### src/rtl/apb_master_arbiter.sv
`timescale 1ns/1ps
// apb_master_arbiter: round-robin APB master shared by two single-transfer requesters.
// Define APB_ARB_TIMEOUT_EN to abort ACCESS phases that stall for TIMEOUT cycles.
module apb_master_arbiter #(
  parameter int ADDRWIDTH = 16,
  parameter int TIMEOUT   = 255
) (
  input  logic                 PCLK,
  input  logic                 PRESET,
  input  logic                 m0_req,
  input  logic [ADDRWIDTH-1:0] m0_addr,
  input  logic                 m0_write,
  input  logic [31:0]          m0_wdata,
  input  logic [3:0]           m0_strb,
  output logic                 m0_done,
  output logic [31:0]          m0_rdata,
  output logic                 m0_err,
  input  logic                 m1_req,
  input  logic [ADDRWIDTH-1:0] m1_addr,
  input  logic                 m1_write,
  input  logic [31:0]          m1_wdata,
  input  logic [3:0]           m1_strb,
  output logic                 m1_done,
  output logic [31:0]          m1_rdata,
  output logic                 m1_err,
  output logic                 PSEL,
  output logic                 PENABLE,
  output logic                 PWRITE,
  output logic [ADDRWIDTH-1:0] PADDR,
  output logic [31:0]          PWDATA,
  output logic [3:0]           PSTRB,
  output logic [2:0]           PPROT,
  input  logic [31:0]          PRDATA,
  input  logic                 PREADY,
  input  logic                 PSLVERR
);

  typedef enum logic [1:0] {IDLE, SETUP, ACCESS, DONE} state_t;

  state_t      state;
  logic        last_grant;
  logic        owner;
  logic        pick_m1;
  logic        fin;
  logic        fin_err;
  logic [31:0] fin_rdata;

`ifdef APB_ARB_TIMEOUT_EN
  localparam int TW = ($clog2(TIMEOUT + 1) > 8) ? $clog2(TIMEOUT + 1) : 8;
  localparam logic [TW-1:0] TMO_LAST = TW'(TIMEOUT - 1);
  logic [TW-1:0] tmo_cnt;
`else
  logic unused_timeout;
  assign unused_timeout = ^TIMEOUT;
`endif

  assign PPROT = 3'b000;

  // On a tie the requester that did not win last time gets the bus.
  assign pick_m1 = m1_req & (~m0_req | ~last_grant);

  always_comb begin
    fin       = 1'b0;
    fin_err   = 1'b0;
    fin_rdata = '0;
    if (state == ACCESS) begin
      if (PREADY) begin
        fin       = 1'b1;
        fin_err   = PSLVERR;
        fin_rdata = PWRITE ? 32'h0 : PRDATA;
      end
`ifdef APB_ARB_TIMEOUT_EN
      else if (tmo_cnt == TMO_LAST) begin
        fin     = 1'b1;
        fin_err = 1'b1;
      end
`endif
    end
  end

  always_ff @(posedge PCLK or posedge PRESET) begin
    if (PRESET) begin
      state      <= IDLE;
      last_grant <= 1'b1;
      owner      <= 1'b0;
      PSEL       <= 1'b0;
      PENABLE    <= 1'b0;
      PWRITE     <= 1'b0;
      PADDR      <= '0;
      PWDATA     <= '0;
      PSTRB      <= '0;
      m0_done    <= 1'b0;
      m0_rdata   <= '0;
      m0_err     <= 1'b0;
      m1_done    <= 1'b0;
      m1_rdata   <= '0;
      m1_err     <= 1'b0;
`ifdef APB_ARB_TIMEOUT_EN
      tmo_cnt    <= '0;
`endif
    end else begin
      m0_done <= 1'b0;
      m1_done <= 1'b0;
      case (state)
        IDLE: begin
          if (m0_req | m1_req) begin
            owner  <= pick_m1;
            PSEL   <= 1'b1;
            PADDR  <= pick_m1 ? m1_addr : m0_addr;
            PWRITE <= pick_m1 ? m1_write : m0_write;
            PWDATA <= pick_m1 ? m1_wdata : m0_wdata;
            PSTRB  <= pick_m1 ? (m1_write ? m1_strb : 4'h0)
                              : (m0_write ? m0_strb : 4'h0);
`ifdef APB_ARB_TIMEOUT_EN
            tmo_cnt <= '0;
`endif
            state  <= SETUP;
          end
        end
        SETUP: begin
          PENABLE <= 1'b1;
          state   <= ACCESS;
        end
        ACCESS: begin
`ifdef APB_ARB_TIMEOUT_EN
          if (!PREADY) tmo_cnt <= tmo_cnt + 1'b1;
`endif
          if (fin) begin
            PSEL    <= 1'b0;
            PENABLE <= 1'b0;
            state   <= DONE;
            if (owner) begin
              m1_done  <= 1'b1;
              m1_rdata <= fin_rdata;
              m1_err   <= fin_err;
            end else begin
              m0_done  <= 1'b1;
              m0_rdata <= fin_rdata;
              m0_err   <= fin_err;
            end
          end
        end
        DONE: begin
          last_grant <= owner;
          state      <= IDLE;
        end
        default: state <= IDLE;
      endcase
    end
  end

endmodule

### config.mk
export PLATFORM = sky130hd
export DESIGN_NAME = apb_master_arbiter
export DESIGN_NICKNAME = d
export VERILOG_FILES = /design/src/rtl/apb_master_arbiter.sv
export SDC_FILE = /design/constraint.sdc
export NUM_CORES = 1
export LEC_CHECK = 0
export ABC_AREA = 1
export BUFFER_PORTS_ARGS = -buffer_cell sky130_fd_sc_hd__buf_2
export CORE_UTILIZATION = 47
export DETAILED_ROUTE_END_ITERATION = 6
export HOLD_SLACK_MARGIN = 0.02
export PLACE_DENSITY = 0.9
export SYNTH_ARGS = -nofsm -noshare
export SYNTH_HDL_FRONTEND = slang
export SYNTH_SLANG_ARGS = --single-unit
### constraint.sdc
create_clock -name PCLK -period 3.9 [get_ports PCLK]
set_input_delay 0.195 -clock PCLK [delete_from_list [all_inputs] [get_ports PCLK]]
set_output_delay 0.195 -clock PCLK [all_outputs]
set_load 0.005 [all_outputs]
==> flow_metrics.tcl <==
set metrics [dict create \
    intPower_mw 3.659 \
    drtIter0Drc 428 \
    placedCellCount 1111 \
    drv_cap 0 \
    synth-seq-cells 127 \
    ff2ff_setup_slack_ps 1590 \
    clock_path_buffers 2 \
    netlist_area_um2 5891 \
    dp_hpwl_um 10830 \
    grt_setup_unrepaired "no" \
    cts_sinks 127 \
    grt_max_degree 79 \
    syn_to_final_growth_pct 32.50 \
    seqPwrFrac 0.397 \
    num_antenna_cells 0 \
    portBuffers 266 \
    finalCriticalPeriod_ps 2311 \
    cts-resized-gates 0 \
    setup_viol 0 \
    place_area_um2 7264 \
    drc_errors 0 \
    crit_fanout 40 \
    start_util 0.4864 \
    critPathRequiredTime_ps 4220 \
    via_per_inst 4.903 \
    grt_pass1_wl_um 24940 \
    pwr-share-comb 0.364 \
    maxSlewHeadroom 0.3459 \
    fin_ws_ps 1589 \
    ctsHoldBuffers 2 \
    place_congestion 0.8980 \
    stdcell_count 1145 \
    hold_path.class "primary input to flip-flop" \
    p_leak_nw 4.457 \
    power.switching_mw 2.097 \
    die_height_um 114.0 \
    placeableCoreArea_um2 12110 \
    synth_top_cells_by_area "dfrtp_1 (54%), nand2_1 (16%), nand3b_1 (6.2%), nand3_1 (5.0%), inv_1 (4.0%)" \
    end_kind "flip-flop" \
    nNetsFinal 1114 \
    grt_pass1_vias 5313 \
    root_buffer "clkbuf_16" \
    yosys_warnings 0 \
    cts_tree "done" \
    setup_tns_ps 0 \
    insertion_delay_ps 410 \
    dp_slack_ps 1596 \
    dieArea_um2 12980 \
    path_clk_slew_ps 50 \
    syn_inst 715 \
    fmax_ghz 0.4328 \
    ir_worst_vdd_mv 0.3780 \
    worst_pin_slew_ps 977.7 \
    ys_types 23 \
    first_pass_iters 4 \
    power_density_nw_per_um2 737.5 \
    ios 270 \
    die_w_um 114.0 \
    clock_power_share 0.240 \
    stdcell_area_um2 7805 \
    hold_violations 0 \
    antenna_found_initial 0 \
    layout-drive-gt1-share 0.3163 \
    avgRoutedWirePerCell_um 13.72 \
    yosysSeqAreaShare 0.5397 \
    post-cts-setup-buffers 0 \
    crit_path_start_kind "flip-flop" \
    sw_frac_of_total 0.3644 \
    status "finished clean" \
    final.period_utilization 0.5925 \
    ant_nets 0 \
    grt_overflow 0 \
    crit_type "flip-flop to flip-flop" \
    slew_viol_final 0 \
    vias 5614 \
    num_rows 40 \
    grt_usage 0.2459 \
    skew_ps 6.145 \
    post-synth-top-area-cell "dfrtp_1" \
    htree_num_levels 4 \
    synth_top_cell_area_share 0.5353 \
    critPathArrivalTime_ps 2630 \
    cts_buffers 17 \
    avgSynthCellArea_um2 8.239 \
    wirelength_um 15720 \
]
## power by group through the flow
stage          logic (mW)  registers (mW)  clock network [mW]
6_report             2.09            2.28                1.38
5_1_grt              2.36            2.35                1.45
4_1_cts              2.12            2.28                1.41
3_5_place_dp         2.10            2.28                   0
3_3_place_gp         2.02            2.27                   0
2_1_floorplan        1.10            2.32                   0
## cells in the final DEF, fill, tap and decap left out, types with 2 or more instances in the layout
cell type | Yosys | layout
buf_2 | 26 | 266
nand2_1 | 252 | 252
dfrtp_1 | 126 | 126
inv_1 | 62 | 61
nand3_1 | 59 | 59
nand3b_1 | 49 | 49
nor2_1 | 36 | 36
o21ai_0 | 35 | 35
a21oi_1 | 33 | 33
clkbuf_16 | 0 | 17
ha_1 | 6 | 6
clkinv_2 | 0 | 5
buf_4 | 5 | 5
clkbuf_1 | 8 | 4
conb_1 | 1 | 3
clkinv_4 | 0 | 3
nand2_2 | 2 | 2
nor2_4 | 1 | 2
inv_4 | 1 | 2
nand4_1 | 2 | 2
clkinvlp_4 | 0 | 2
dlygate4sd3_1 | 0 | 2
## logic make-up after synthesis
kind of cell | share of synthesized area
other cells | 0.0006366
buf+inv | 0.08135
simple gates | 0.3078
compound gates | 0.05777
fa+ha+maj | 0.01274
flops | 0.5397
## path summary, 6_finish.rpt
path,from,cells after the start,endpoint
setup / recovery,state[0],7,m1_rdata[2]
max in group asynchronous,PRESET,4,last_grant
min in group asynchronous,PRESET,3,PWDATA[11]
setup reg to reg,state[0],7,m1_rdata[2]
hold / removal,PRDATA[18],3,m1_rdata[18]
hold reg to reg,PADDR[2],2,PADDR[2]
## cells in the mapped netlist (all sizes together)
cell type,count
a21oi,33
nand4,2
conb,1
o21ai,35
nand3,59
inv,63
buf,37
nand3b,49
dfstp,1
nor2,40
ha,6
nand2,254
dfrtp,126
clkbuf,9
## state kept, by name, indices dropped and copies added, names as in the netlist
register    cells
PADDR          16
PENABLE         1
PSEL            1
PSTRB           4
PWDATA         32
PWRITE          1
last_grant      1
m0_done         1
m0_err          1
m0_rdata       32
m1_done         1
m1_err          1
m1_rdata       32
owner           1
state           2
## final cells by class
class | instances | area (µm²)
Timing Repair Buffer | 274 | 1409
Clock buffer | 22 | 454.2
Fill cell | 1041 | 4307
Tap cell | 168 | 210.2
Sequential cell | 127 | 3179
Inverter | 63 | 241.5
Multi-Input combinational cell | 481 | 2245
Clock inverter | 10 | 66.31
## worst max-delay path, cell delays in order (launching register included)
cell and delay (ps):
dfrtp_1 410, inv_1 140, ha_1 240, nand2_1 150, nor2_4 680, buf_4 400, nor2_1 70, a21oi_1 140
## metal layers
metal / track usage / up-vias / routed length, µm
met5: 0 / - / 0
met4: 0.1429 / 0 / 546
met3: 0.05367 / 49 / 926
met1: 0.3027 / 2599 / 6470
met2: 0.4000 / 225 / 7771
li1: - / 2741 / -
## stage by stage
stage | hold slack [ps] | util | power (mW)
4_1_cts | 38.65 | 0.6444 | 5.802
5_1_grt | 59.81 | 0.6444 | 6.162
3_5_place_dp | 331.7 | 0.5998 | 4.384
6_report | 57.50 | 0.6444 | 5.756
3_3_place_gp | 320.9 | 0.5998 | 4.283
2_1_floorplan | 332.9 | - | 3.426
(Power assumes the default switching activity.)
